$ cat config.mk
export PLATFORM = sky130hd
export DESIGN_NAME = fifo_sync_flags
export DESIGN_NICKNAME = d
export VERILOG_FILES = /design/src/rtl/fifo_sync_flags.sv
export SDC_FILE = /design/constraint.sdc
export NUM_CORES = 1
export LEC_CHECK = 0
export BUFFER_PORTS_ARGS = -buffer_cell sky130_fd_sc_hd__buf_2
export CORE_ASPECT_RATIO = 1.25
export CORE_MARGIN = 4
export CORE_UTILIZATION = 53
export CTS_CLUSTER_SIZE = 20
export DETAILED_ROUTE_END_ITERATION = 6
export PLACE_DENSITY = 0.75
export SLEW_MARGIN = 20
export SYNTH_ARGS = -nofsm -noshare
export SYNTH_HDL_FRONTEND = slang
export SYNTH_SLANG_ARGS = --single-unit
$ cat constraint.sdc
create_clock -name clk -period 2.9 [get_ports clk]
set_clock_uncertainty 0.2 [all_clocks]
set_input_delay 0.145 -clock clk [delete_from_list [all_inputs] [get_ports clk]]
set_output_delay 0.145 -clock clk [all_outputs]
set_load 0.02 [all_outputs]
$ cat src/rtl/fifo_sync_flags.sv
// fifo_sync_flags: single-clock FIFO of any depth >= 2, with occupancy count,
// almost-full/almost-empty thresholds and sticky overflow/underflow errors.
// Ports: clk, reset (async, active low), synch_rst (sync clear, active high);
//   write side data_input/push; read side pop/data_out/data_valid;
//   status full_out, empty_out, almost_full, almost_empty, count,
//   overflow, underflow.
// Build option: define FIFO_FWFT_EN for first-word-fall-through reads
//   (head word shown combinationally). Without it, reads are registered
//   with one cycle of latency.
module fifo_sync_flags #(
    parameter int WORDLENGHT   = 8,
    parameter int Mem_lenght   = 8,
    parameter int AF_THRESHOLD = 6,
    parameter int AE_THRESHOLD = 2
) (
    input  logic                            clk,
    input  logic                            reset,
    input  logic                            synch_rst,
    input  logic [WORDLENGHT-1:0]           data_input,
    input  logic                            push,
    input  logic                            pop,
    output logic [WORDLENGHT-1:0]           data_out,
    output logic                            data_valid,
    output logic                            full_out,
    output logic                            empty_out,
    output logic                            almost_full,
    output logic                            almost_empty,
    output logic [$clog2(Mem_lenght+1)-1:0] count,
    output logic                            overflow,
    output logic                            underflow
);

    localparam int AW = $clog2(Mem_lenght);
    localparam int CW = $clog2(Mem_lenght + 1);

    logic [WORDLENGHT-1:0] mem_q [Mem_lenght];

    logic [AW-1:0] wr_ptr_q, wr_ptr_d;
    logic [AW-1:0] rd_ptr_q, rd_ptr_d;
    logic [CW-1:0] count_q, count_d;
    logic          full_q, full_d;
    logic          empty_q, empty_d;
    logic          af_q, af_d;
    logic          ae_q, ae_d;
    logic          ovf_q, ovf_d;
    logic          udf_q, udf_d;
    logic          push_ok, pop_ok;

    // A pop frees a slot in the same edge, so a full FIFO still accepts
    // a push that is paired with a successful pop.
    assign pop_ok  = pop & ~empty_q;
    assign push_ok = push & (~full_q | pop_ok);

    always_comb begin
        wr_ptr_d = wr_ptr_q;
        rd_ptr_d = rd_ptr_q;
        count_d  = count_q;
        ovf_d    = ovf_q | (push & ~push_ok);
        udf_d    = udf_q | (pop & ~pop_ok);

        if (push_ok) begin
            wr_ptr_d = (wr_ptr_q == AW'(Mem_lenght - 1)) ? '0 : wr_ptr_q + AW'(1);
        end
        if (pop_ok) begin
            rd_ptr_d = (rd_ptr_q == AW'(Mem_lenght - 1)) ? '0 : rd_ptr_q + AW'(1);
        end
        unique case ({push_ok, pop_ok})
            2'b10:   count_d = count_q + CW'(1);
            2'b01:   count_d = count_q - CW'(1);
            default: count_d = count_q;
        endcase

        if (synch_rst) begin
            wr_ptr_d = '0;
            rd_ptr_d = '0;
            count_d  = '0;
            ovf_d    = 1'b0;
            udf_d    = 1'b0;
        end

        // Flags track the next count so they are correct right after the edge.
        full_d  = (count_d == CW'(Mem_lenght));
        empty_d = (count_d == '0);
        af_d    = (count_d >= CW'(AF_THRESHOLD));
        ae_d    = (count_d <= CW'(AE_THRESHOLD));
    end

    always_ff @(posedge clk or negedge reset) begin
        if (!reset) begin
            wr_ptr_q <= '0;
            rd_ptr_q <= '0;
            count_q  <= '0;
            full_q   <= 1'b0;
            empty_q  <= 1'b1;
            af_q     <= 1'b0;
            ae_q     <= 1'b1;
            ovf_q    <= 1'b0;
            udf_q    <= 1'b0;
        end else begin
            wr_ptr_q <= wr_ptr_d;
            rd_ptr_q <= rd_ptr_d;
            count_q  <= count_d;
            full_q   <= full_d;
            empty_q  <= empty_d;
            af_q     <= af_d;
            ae_q     <= ae_d;
            ovf_q    <= ovf_d;
            udf_q    <= udf_d;
        end
    end

    // Storage is deliberately not reset.
    always_ff @(posedge clk) begin
        if (push_ok && !synch_rst) begin
            mem_q[wr_ptr_q] <= data_input;
        end
    end

`ifdef FIFO_FWFT_EN
    assign data_out   = mem_q[rd_ptr_q];
    assign data_valid = ~empty_q;
`else
    logic [WORDLENGHT-1:0] data_q, data_d;
    logic                  valid_q, valid_d;

    always_comb begin
        data_d  = data_q;
        valid_d = 1'b0;
        if (synch_rst) begin
            data_d = '0;
        end else if (pop_ok) begin
            data_d  = mem_q[rd_ptr_q];
            valid_d = 1'b1;
        end
    end

    always_ff @(posedge clk or negedge reset) begin
        if (!reset) begin
            data_q  <= '0;
            valid_q <= 1'b0;
        end else begin
            data_q  <= data_d;
            valid_q <= valid_d;
        end
    end

    assign data_out   = data_q;
    assign data_valid = valid_q;
`endif

    assign full_out     = full_q;
    assign empty_out    = empty_q;
    assign almost_full  = af_q;
    assign almost_empty = ae_q;
    assign count        = count_q;
    assign overflow     = ovf_q;
    assign underflow    = udf_q;

endmodule

# Word-level counts from Yosys, hierarchy flattened
# Memories as Yosys holds them, arrays and structs flattened.
# Index checks and enable logic that the tools add are counted.
[totals]
ff_bits = 25
mem_bits_rw = 64
inputBits = 13
out_inout_bits = 19
word_cells = 55
mem_count = 1
[memory_table]
columns = ["name", "depth", "word_bits", "rd", "rd_clocked_by_memory_dff", "wr", "line_no", "text"]
rows = [
  ["mem_q", 8, 8, 1, 0, 1, "36", "logic [WORDLENGHT-1:0] mem_q [Mem_lenght];"],
]
[classes]
n_addsub = 4
n_lt_le_gt_ge = 2
eq_ne = 5
mux = 16
bitwise_logic = 11
n_reduce_logical = 5
[ops]
columns = ["operator", "count"]
rows = [
  ["3-bit 2-to-1 mux", 6],
  ["8-bit 2-to-1 mux", 2],
  ["4-bit case mux with 2 select lines", 1],
  ["3-bit by 1-bit adder with 3-bit output (second input constant)", 2],
  ["3-bit equality test (second input constant)", 2],
  ["1-bit 2-to-1 mux", 6],
  ["4-bit by 1-bit adder with 4-bit output (second input constant)", 1],
  ["1-bit bitwise AND", 4],
  ["4-bit equality test (second input constant)", 1],
  ["4-bit by 3-bit >= comparator with 1-bit output (second input constant)", 1],
  ["4-bit by 2-bit less-or-equal comparator with 1-bit output (second input constant)", 1],
  ["4-bit logical NOT", 1],
  ["4-bit 2-to-1 mux", 1],
  ["1-bit NOT", 4],
  ["2-bit nonzero test", 2],
  ["4-bit by 1-bit subtractor with 4-bit output (second input constant)", 1],
  ["1-bit OR", 3],
  ["2-bit by 1-bit equality test with 1-bit output (second input constant)", 1],
  ["2-bit equality test (second input constant)", 1],
  ["1-bit logical AND", 1],
  ["1-bit logical NOT", 1],
]

# Longest topological paths before layout
# Gate-level depths: netlist (run 1).
[depth]
ltp_word = 8
ltp_mapped = 12
mapped_depth_nobuf = 10

# Worst setup path after synthesis (run 1)
# OpenSTA, ideal clock, no wires.
[synth_timing]
kind = "register -> register"
from = "register empty_q (netlist: empty_out)"
to = "register full_q (netlist: full_out)"
setup_time_ps = 98
arrival_ps = 2667
required_ps = 2602
slack_ps = -65
stages_incl_launch_ff = 13
path_cell_list = "dfstp_2 nand2b_1 inv_1 buf_2 buf_2 ha_1 buf_2 xor2_1 ha_1 a21oi_1 mux2i_1 xnor2_1 nor4bb_2"
[synth_between]
elab_chain_cells = 8
[synth_lines]
columns = ["element", "line_no", "text"]
rows = [
  ["start: declaration", "42", "logic empty_q, empty_d;"],
  ["start signal: assignment", "104", "empty_q <= empty_d;"],
  ["1-bit NOT *", "51", "assign pop_ok = pop & ~empty_q;"],
  ["1-bit bitwise AND *", "51", ""],
  ["1-bit OR", "52", "assign push_ok = push & (~full_q | pop_ok);"],
  ["1-bit bitwise AND", "52", ""],
  ["2-bit by 1-bit equality test with 1-bit output / 2-bit equality test (equally long branches)", "67", "unique case ({push_ok, pop_ok})"],
  ["4-bit case mux with 2 select lines *", "67", ""],
  ["4-bit 2-to-1 mux *", "73", "if (synch_rst) begin"],
  ["4-bit equality test *", "82", "full_d = (count_d == CW'(Mem_lenght));"],
  ["net full_d", "41", "logic full_q, full_d;"],
  ["end signal: assignment", "103", "full_q <= full_d;"],
  ["end: declaration", "41", ""],
]
# Mark *: on every way through the listed nets, which the timed path passes. The rest lies on a longest branch.
# A chain may end at the register's enable or synchronous reset.

# Worst setup path after layout (run 1)
[layout_timing]
from = "register empty_q (netlist: empty_out)"
to = "register af_q (netlist: almost_full)"
[layout_between]
elab_chain_cells = 8
[layout_lines]
columns = ["element", "line_no", "text"]
rows = [
  ["1-bit NOT *", "51", ""],
  ["1-bit bitwise AND *", "51", ""],
  ["1-bit OR", "52", ""],
  ["1-bit bitwise AND", "52", ""],
  ["2-bit by 1-bit equality test with 1-bit output / 2-bit equality test (equally long branches)", "67", ""],
  ["4-bit case mux with 2 select lines *", "67", ""],
  ["4-bit 2-to-1 mux *", "73", ""],
  ["4-bit by 3-bit >= comparator with 1-bit output *", "84", "af_d = (count_d >= CW'(AF_THRESHOLD));"],
  ["net af_d", "43", "logic af_q, af_d;"],
  ["end signal: assignment", "95", "af_q <= 1'b0;"],
  ["end signal: assignment", "105", "af_q <= af_d;"],
  ["end: declaration", "43", ""],
]
# Marked as above.

==> key figures, run 1 <==
Outcome
  • Outcome: completed

Critical path
  • CP arrival: roughly 2.8 ns
  • Crit-path slowest cell: o41ai_1
  • WP buf/inv: 2
  • Crit path max fanout: 8
  • Critical Path Max Stage Delay: between 0.6 and 0.7 ns
  • Crit path cell chain: nand2b_4 > inv_1 > o21ai_2 > buf_4 > ha_1 > o41ai_1 > a2bb2oi_4 > o22ai_1
  • Setup crit end kind: register
  • Cells on worst reg2reg path: 8
  • Required time worst endpoint: between 2 and 3 ns
  • CP Launch Type: register
  • Worst Setup Path Type: register to register
  • Levels on crit path: 8
  • Worst R2R Setup Slack: approximately 0.14 ns
  • Cell family with most CP delay: compound AO/OA/AOI/OAI gates

Place
  • HPWL Detailed: approximately 4300 um
  • GP Congestion: 0.793
  • Dpl cells: 339
  • I/O Buffers: 31

Die
  • # IOs: 32
  • Die ar.: between 0.008 and 0.009 mm2
  • CORE AREA: 0.00669 mm2
  • Row count: 33
  • Die width: 82.8 um
  • Initial Utilization: 0.554
  • Die height: 101 um

Yosys
  • Top cells by area, synth: edfxtp_1 (52%), dfrtp_1 (16%), mux4_2 (9.7%), mux2i_1 (2.7%), nor2_1 (2.6%)
  • Synth Net Count: approximately 240
  • Syn Area/Cell: roughly 17 um2
  • Adder-cell share of the synthesized area: 0.0236
  • Yosys top cell by area: edfxtp_1
  • Number of synthesized flops with an enable pin: 64
  • Yosys cell types: 38
  • Mux cell area share after synthesis: 0.124
  • Synth Warn #: 0
  • Dominant synthesized flop cell: edfxtp_1
  • Synthesized area: ~0.0037 mm2
  • Xor/xnor share of the synthesized area: 0.00709
  • Largest family of logic cells by synthesized area: multiplexers
  • Async SR Flop Fraction: 0.281
  • FF+latch count, synth: 89
  • Simple-Gate Fraction of Synth Area: 0.0689
  • Post-synthesis compound-gate area fraction: 0.0639
  • Register area share after synthesis: 0.689
  • Post-synth top area share: 0.519
  • Synth Instances: 222

GRT
  • Global-route wire length before repair: ~10000 um
  • Vias in the first global route: 2085
  • Global Route Usage Sum: 0.174
  • Initial antenna violation count: 0
  • Grt total ovfl: 0
  • Largest net degree at the start of global routing: 28

Finish
  • Fraction of layout cells with a size suffix above 1: 0.308
  • Finished Core Util: 0.643
  • ANT cells: 0
  • Layout Nets: roughly 290
  • Layout Cells excl Fill: between 300 and 400
  • Area growth, synth to finish: 16.1%

Detailed routing
  • Initial DRC count: between 100 and 150
  • Via Count: between 2000 and 2500
  • DRC errors left: 0
  • Vias/cell: 5.55
  • Post-DR wirelength/cell: 17.6 um
  • Antenna Nets Post-Route: 0
  • Drt first pass iters: 4
  • Final WL: 6440 um

Worst hold path
  • Hold Path Depth: 2
  • HP Class: primary input to register

STA
  • Slew @ Worst Pin: ~0.81 ns
  • Setup TNS: 0 ns
  • Max Slew Vio Count: 0
  • Slew headroom: 0.457
  • Hold Vio Cnt, Final: 0
  • Min Hold Slack: between 0.04 and 0.05 ns
  • Final min period: about 2.8 ns
  • Fmax: between 300 and 400 MHz
  • # setup viols final: 0
  • Unrepaired setup endpoints after global routing: no
  • Period utilization: 0.951

Clock tree
  • CTS sink count: 89
  • H-tree levels: 3
  • Clock root buffer: clkbuf_8
  • Post-CTS Setup Inserts: 0
  • Skew-Pair Late Insertion Delay: 0.35 ns
  • CTS tree: yes
  • CTS buffer count: 9
  • CTS clock-pin slew for the worst setup and hold paths: about 0.09 ns
  • Worst-case clock buffer depth: 2

Power and ir drop
  • Power Total: 0.00288 W
  • Leakage: between 1.5 and 2 nW
  • Maximum VDD drop: ~0.63 mV
  • PD cells: 670 mW/mm2

Run
  • MaxCap Viol Count: 0
[power by group]
group,switching (W),internal [W]
sequential,0.0000610,0.00144
clock,0.000421,0.000398
combinational,0.000311,0.000247
[area by class of cell]
class,count,area (um2)
clock buffers,9,124
clock inverters,7,70.1
fillers,502,2390
inverters,4,15.0
multi-input cells,116,1080
flip-flops and latches,89,2550
well taps,87,109
repair buffers,54,355
[cell usage in the layout, fill, tap and decap left out, types with 3 or more instances in the layout]
cell,n
dlygate4sd3_1,11
mux2i_1,10
mux4_2,16
nand2_1,8
nor2_1,26
clkbuf_8,9
buf_2,31
a21oi_1,7
ha_1,6
nor3_1,3
nand2b_1,3
dfrtp_1,23
a211oi_1,9
buf_4,12
edfxtp_1,64
inv_1,4
[flip-flops by register name, summed over array words and instances, names as in the netlist, 3 cells and up]
| name | flops |
|---|---|
| mem_q | 64 |
| data_out | 8 |
| count | 4 |
| rd_ptr_q | 3 |
| wr_ptr_q | 3 |
[worst paths after layout]
path | from | end
max | empty_out$_DFF_PN1_ | almost_full$_DFF_PN0_
min | synch_rst | overflow$_DFF_PN0_
max reg2reg | empty_out$_DFF_PN1_ | almost_full$_DFF_PN0_
min reg2reg | overflow$_DFF_PN0_ | overflow$_DFF_PN0_
max in group asynchronous | reset | empty_out$_DFF_PN1_
min in group asynchronous | reset | count[3]$_DFF_PN0_
[cell families after synthesis]
| kind of cell | count (synthesis) |
|---|---|
| mux | 26 |
| flops | 89 |
| compound gates | 29 |
| buf+inv | 17 |
| simple gates | 51 |
| xor+xnor | 3 |
| fa+ha+maj | 7 |
[cell usage after synthesis (2+ instances only)]
cell / count
edfxtp_1: 64
nor2_1: 26
dfrtp_1: 23
mux4_2: 16
mux2i_1: 10
a211oi_1: 9
nand2_1: 8
a21oi_1: 7
ha_1: 7
buf_2: 4
clkbuf_1: 4
inv_1: 4
nand2b_1: 4
buf_4: 3
nor3_1: 3
a21o_1: 2
a31o_1: 2
a31oi_1: 2
dfstp_2: 2
or3_1: 2
or3b_2: 2
xor2_1: 2
[layer usage]
layer | part of all wire | vias up | track usage | wire, um
li1 | - | 959 | - | -
met1 | 0.42 | 1021 | 0.217 | 2720
met2 | 0.51 | 40 | 0.289 | 3300
met3 | 0.043 | 13 | 0.0356 | 274
met4 | 0.023 | 0 | 0.0818 | 148
met5 | 0 | - | 0 | 0
[repair_timing]
action / in CTS / in global routing
endpoints found under the hold margin: 94 / 0
endpoints found under the setup margin: 0 / 1
resized for setup: 0 / 1
hold buffers: 11 / 0
[metrics by stage]
stage,worst slack [ns],cell area [um2]
6_report,0.143,4300
5_1_grt,0.0188,4300
4_1_cts,0.166,4300
3_5_place_dp,0.180,3990
3_3_place_gp,0.245,3990
2_1_floorplan,0.0160,3710
Note: power is estimated with default switching activity, not from simulation.
==> inputs of run 2 (changes only) <==
--- a/config.mk
+++ b/config.mk
@@ -6,12 +6,14 @@
 export NUM_CORES = 1
 export LEC_CHECK = 0
 export BUFFER_PORTS_ARGS = -buffer_cell sky130_fd_sc_hd__buf_2
+export CELL_PAD_IN_SITES_DETAIL_PLACEMENT = 0
+export CELL_PAD_IN_SITES_GLOBAL_PLACEMENT = 1
 export CORE_ASPECT_RATIO = 1.25
 export CORE_MARGIN = 4
-export CORE_UTILIZATION = 53
+export CORE_UTILIZATION = 45
 export CTS_CLUSTER_SIZE = 20
 export DETAILED_ROUTE_END_ITERATION = 6
-export PLACE_DENSITY = 0.75
+export PLACE_DENSITY_LB_ADDON = 0.1
 export SLEW_MARGIN = 20
 export SYNTH_ARGS = -nofsm -noshare
 export SYNTH_HDL_FRONTEND = slang
==> run 2 against run 1 <==
Net effect: sequential cell count unchanged; register-to-register slack improved by 0.04 ns; non-clock buffer count grew 2; core utilization shrank 9.7 points; via count is 0.25% lower; highest routed layer unchanged.
==> key figures, run 2 (synthesis results as in run 1) <==
Outcome
  • Outcome: completed

Detailed routing
  • Initial DRC count: 86
  • DRC errors left: 0
  • Antenna Nets Post-Route: 0
  • Final WL: roughly 7000 um
  • Drt first pass iters: 4
  • Via Count: 2028
  • Vias/cell: between 5 and 6
  • Post-DR wirelength/cell: approximately 19 um

Worst hold path
  • HP Class: primary input to register
  • Hold Path End: wr_ptr_q[2]$_DFFE_PN0P_
  • Hold Path Depth: 2
  • Startpoint of the worst hold path: synch_rst

Critical path
  • FF-to-FF End: full_out$_DFF_PN0_
  • Crit path max fanout: 8
  • Crit-path slowest cell: dfstp_2
  • Worst Setup Path Type: register to register
  • Critical Path Max Stage Delay: approximately 0.55 ns
  • CP arrival: 2.76 ns
  • Required time worst endpoint: approximately 3.0 ns
  • RR Startpoint: empty_out$_DFF_PN1_
  • CP Launch Type: register
  • Cells on worst reg2reg path: 10
  • Crit path from: empty_out$_DFF_PN1_
  • Setup crit end kind: register
  • Crit path cell chain: nand2b_4 > inv_1 > o21ai_2 > ha_1 > xor2_1 > ha_1 > a21oi_1 > mux2i_1 > xnor2_1 > nor4bb_2
  • Worst R2R Setup Slack: between 0.15 and 0.2 ns
  • Critical path's most frequent cell: ha_1

Finish
  • Commonest cells after routing, fill and taps aside: edfxtp_1 (64), buf_2 (31), nor2_1 (26)
  • Most common cell after layout, fill and taps aside: edfxtp_1
  • Fraction of layout cells with a size suffix above 1: 0.313
  • Layout fillers: 656
  • Layout Nets: 296
  • Max reg flops: 64
  • Area growth, synth to finish: 16.9%
  • Finished Core Util: 0.546
  • Most flop-heavy register: mem_q
  • ANT cells: 0
  • Layout Cells excl Fill: roughly 380

Clock tree
  • Worst-case clock buffer depth: 2
  • CTS clock-pin slew for the worst setup and hold paths: around 0.09 ns
  • Post-CTS Setup Inserts: 0
  • CTS sink count: 89
  • CTS tree: yes
  • Skew-Pair Late Insertion Delay: 0.34 ns
  • CTS buffer count: 9
  • H-tree levels: 3
  • Post-CTS sizing: 0
  • Clock root buffer: clkbuf_8

GRT
  • Initial antenna violation count: 0
  • Largest net degree at the start of global routing: 28
  • Vias in the first global route: approximately 2100
  • Global Route Usage Sum: 0.159
  • Grt total ovfl: 0
  • Global-route wire length before repair: approximately 11000 um

Power and ir drop
  • Maximum VDD drop: around 0.44 mV
  • PD cells: just under 700 mW/mm2
  • Leakage: 1.64 nW

Place
  • Dpl cells: approximately 350
  • I/O Buffers: 31
  • Pre-CTS WS: ~0.18 ns
  • GP Congestion: just over 0.7
  • HPWL Detailed: around 4600 um

Die
  • Initial Utilization: 0.467
  • Die ar.: between 0.009 and 0.01 mm2
  • Die width: 89.1 um
  • CORE AREA: 0.00793 mm2
  • Die height: between 100 and 150 um
  • Row count: 36
  • # IOs: 32

STA
  • Hold Vio Cnt, Final: 0
  • Final worst slack: ~0.19 ns
  • Period utilization: 0.936
  • Fmax: ~370 MHz
  • Max Slew Vio Count: 0
  • Slew @ Worst Pin: between 0.6 and 0.7 ns
  • Slew headroom: 0.569
  • # setup viols final: 0
  • Unrepaired setup endpoints after global routing: yes
  • Final min period: about 2.7 ns

Run
  • MaxCap Viol Count: 0
run 2: through the flow:
stage / hold WS [ns] / power [W] / instance area, um2 / TNS [ns]
2_1_floorplan: -0.351 / 0.00193 / 3710 / 0
5_1_grt: 0.0776 / 0.00308 / 4330 / -0.0483
3_3_place_gp: -0.0209 / 0.00209 / 4020 / 0
6_report: 0.0536 / 0.00292 / 4330 / 0
4_1_cts: 0.0412 / 0.00296 / 4330 / 0
3_5_place_dp: -0.0182 / 0.00210 / 4020 / 0
run 2: final cells by class:
type	instances	area (um2)	area share
clock buffer	9	124	0.0286
clock inverter	7	76.3	0.0176
inverter	4	15.0	0.00347
multi-input combinational	116	1070	0.248
sequential	89	2550	0.589
tap	95	119	0.0275
timing repair buffer	56	370	0.0856
run 2: routing by layer:
layer | up-vias | wire [um] | track usage | part of all wire
li1 | 958 | - | - | -
met1 | 1026 | 3070 | 0.208 | 0.44
met2 | 37 | 3650 | 0.270 | 0.52
met3 | 7 | 204 | 0.0277 | 0.029
met4 | 0 | 70 | 0.0447 | 0.010
met5 | - | 0 | 0 | 0
run 2: repair_timing:
action	CTS	global route
hold endpoints to repair	94	0
endpoints found under the setup margin	0	2
hold buffers	11	0
run 2: how the worst max path moves through the flow:
stage                               endpoint
after CTS                 full_out$_DFF_PN0_
after floorplan           full_out$_DFF_PN0_
final                     full_out$_DFF_PN0_
after detailed placement  full_out$_DFF_PN0_
after global routing      full_out$_DFF_PN0_
after global placement    full_out$_DFF_PN0_
run 2: critical path: cells and delay by family, from the launching register on:
| family | cells | cell delay (ns) |
|---|---|---|
| flip-flops | 1 | 0.55 |
| adder cells (fa/ha/maj) | 2 | 0.49 |
| AND/OR/NAND/NOR | 2 | 0.41 |
| XOR/XNOR | 2 | 0.34 |
| AO/OA/AOI/OAI | 2 | 0.29 |
| multiplexers | 1 | 0.23 |
| buffers and inverters | 1 | 0.10 |
run 2: power by group:
| part | internal [W] | total, W | switching, W |
|---|---|---|---|
| clock network | 0.000408 | 0.000853 | 0.000445 |
| logic | 0.000249 | 0.000549 | 0.000300 |
| registers | 0.00144 | 0.00152 | 0.0000729 |
| total | 0.00210 | 0.00292 | 0.000817 |
==> inputs of run 3 (changes only) <==
--- a/config.mk
+++ b/config.mk
@@ -10,7 +10,7 @@
 export CELL_PAD_IN_SITES_GLOBAL_PLACEMENT = 1
 export CORE_ASPECT_RATIO = 1.25
 export CORE_MARGIN = 4
-export CORE_UTILIZATION = 45
+export CORE_UTILIZATION = 50
 export CTS_CLUSTER_SIZE = 20
 export DETAILED_ROUTE_END_ITERATION = 6
 export PLACE_DENSITY_LB_ADDON = 0.1
==> constraint.sdc (replaced) <==
create_clock -name clk -period 2.73 [get_ports clk]
set_clock_uncertainty 0.2 [all_clocks]
set_input_delay 0.1365 -clock clk [delete_from_list [all_inputs] [get_ports clk]]
set_output_delay 0.1365 -clock clk [all_outputs]
set_load 0.02 [all_outputs]
==> run 3 against run 2 <==
Net effect: clock power grew 7.9%; critical endpoint is now almost_full$_DFF_PN0_; highest routed layer unchanged; core utilization grew 7.4 points; total power grew 8.6%.
==> key figures, run 3 (synthesis results as in run 1) <==
GRT
  • Largest net degree at the start of global routing: 28
  • Global Route Usage Sum: 0.170
  • Grt total ovfl: 0
  • Initial antenna violation count: 0
  • Global-route wire length before repair: 11300 um
  • Vias in the first global route: ~2100

Finish
  • Fraction of layout cells with a size suffix above 1: 0.349
  • Commonest cells after routing, fill and taps aside: edfxtp_1 (64), buf_2 (31), nor2_1 (26)
  • Most flop-heavy register: mem_q
  • ANT cells: 0
  • Most common cell after layout, fill and taps aside: edfxtp_1
  • Max reg flops: 64
  • Layout Cells excl Fill: ~370
  • Area growth, synth to finish: 18.9%
  • Layout Nets: around 300

Die
  • # IOs: 32
  • Initial Utilization: 0.521
  • Die height: roughly 100 um
  • Die width: between 80 and 90 um
  • CORE AREA: 0.00710 mm2
  • Die ar.: between 0.008 and 0.009 mm2
  • Row count: 34

STA
  • Period utilization: 0.950
  • # setup viols final: 0
  • Hold Vio Cnt, Final: 0
  • Final min period: about 2.6 ns
  • Fmax: about 390 MHz
  • Setup TNS: 0 ns
  • Min Hold Slack: approximately 0.037 ns
  • Unrepaired setup endpoints after global routing: no
  • Max Slew Vio Count: 0
  • Slew @ Worst Pin: slightly below 0.7 ns
  • Slew headroom: 0.541

Detailed routing
  • Via Count: about 2100
  • Initial DRC count: between 80 and 90
  • Vias/cell: roughly 5.5
  • Final WL: approximately 7200 um
  • Drt first pass iters: 4
  • DRC errors left: 0
  • Post-DR wirelength/cell: around 19 um
  • Antenna Nets Post-Route: 0

Critical path
  • Crit-path slowest cell: dfstp_2
  • CP arrival: roughly 2.6 ns
  • Setup crit end kind: register
  • Crit path max fanout: 11
  • Worst Setup Path Type: register to register
  • Required time worst endpoint: 2.74 ns
  • Cell family with most CP delay: compound AO/OA/AOI/OAI gates
  • CP Launch Type: register
  • WP buf/inv: 1
  • Critical Path Max Stage Delay: between 0.5 and 0.6 ns
  • Crit path cell chain: nand2b_4 > inv_4 > o21ai_4 > ha_1 > a211oi_1 > o41ai_2 > a2bb2oi_4 > o22ai_1

Clock tree
  • Skew-Pair Late Insertion Delay: 0.35 ns
  • Clock root buffer: clkbuf_8
  • CTS tree: yes
  • CTS sink count: ~90
  • CTS buffer count: 9
  • Worst-case clock buffer depth: 2
  • H-tree levels: 3
  • CTS clock-pin slew for the worst setup and hold paths: approximately 0.1 ns

Place
  • I/O Buffers: 31
  • GP Congestion: about 0.76
  • HPWL Detailed: 4630 um
  • Dpl cells: 344

Power and ir drop
  • Maximum VDD drop: 0.388 mV
  • Leakage: 1.67 nW
  • PD cells: between 700 and 800 mW/mm2

Worst hold path
  • HP Class: primary input to register

Outcome
  • Outcome: completed

Run
  • MaxCap Viol Count: 0
-- run 3: worst paths after layout --
path | startpoint | slack [ns] | depth (start not counted) | end
max | empty_out$_DFF_PN1_ | 0.14 | 8 | almost_full$_DFF_PN0_
min | synch_rst | 0.04 | 2 | count[0]$_DFF_PN0_
max reg2reg | empty_out$_DFF_PN1_ | 0.14 | 8 | almost_full$_DFF_PN0_
min reg2reg | overflow$_DFF_PN0_ | 0.32 | 2 | overflow$_DFF_PN0_
max in group asynchronous | reset | 1.84 | 2 | data_out[1]$_DFFE_PN0P_
min in group asynchronous | reset | 0.11 | 2 | count[0]$_DFF_PN0_
-- run 3: cell type report --
| class | count | area (um2) |
|---|---|---|
| Inverter | 4 | 17.5 |
| Timing Repair Buffer | 59 | 393 |
| Clock inverter | 7 | 77.6 |
| Multi-Input combinational cell | 116 | 1130 |
| Tap cell | 90 | 113 |
| Fill cell | 532 | 2700 |
| Clock buffer | 9 | 124 |
| Sequential cell | 89 | 2550 |
-- run 3: metal layers --
| layer | part of all wire | GRT usage | vias to the layer above |
|---|---|---|---|
| met5 | 0 | 0 | - |
| met1 | 0.40 | 0.205 | 1031 |
| li1 | - | - | 963 |
| met2 | 0.53 | 0.297 | 49 |
| met4 | 0.018 | 0.0532 | 0 |
| met3 | 0.047 | 0.0412 | 12 |
-- run 3: where the power goes --
group          leakage [nW]  switching [W]  total (W)  internal [W]
registers             0.911      0.0000686    0.00160       0.00153
clock network         0.106       0.000485   0.000920      0.000435
logic                 0.650       0.000356   0.000647      0.000292
total                  1.67       0.000909    0.00317       0.00226
-- run 3: metrics by stage --
stage / util / setup WS [ns] / instance area [um2] / power, W
final: 0.620 / 0.137 / 4400 / 0.00317
after global routing: 0.620 / 0.0137 / 4400 / 0.00332
after floorplan: - / 0.00430 / 3740 / 0.00207
after detailed placement: 0.566 / 0.0345 / 4020 / 0.00223
after CTS: 0.609 / 0.000364 / 4330 / 0.00316
after global placement: 0.566 / 0.148 / 4020 / 0.00222
-- run 3: timing repair --
action,4_1_cts,5_1_grt
setup endpoints to repair,0,5
hold buffers,11,0
setup buffers,0,3
endpoints found under the hold margin,95,0
resized for setup,0,9
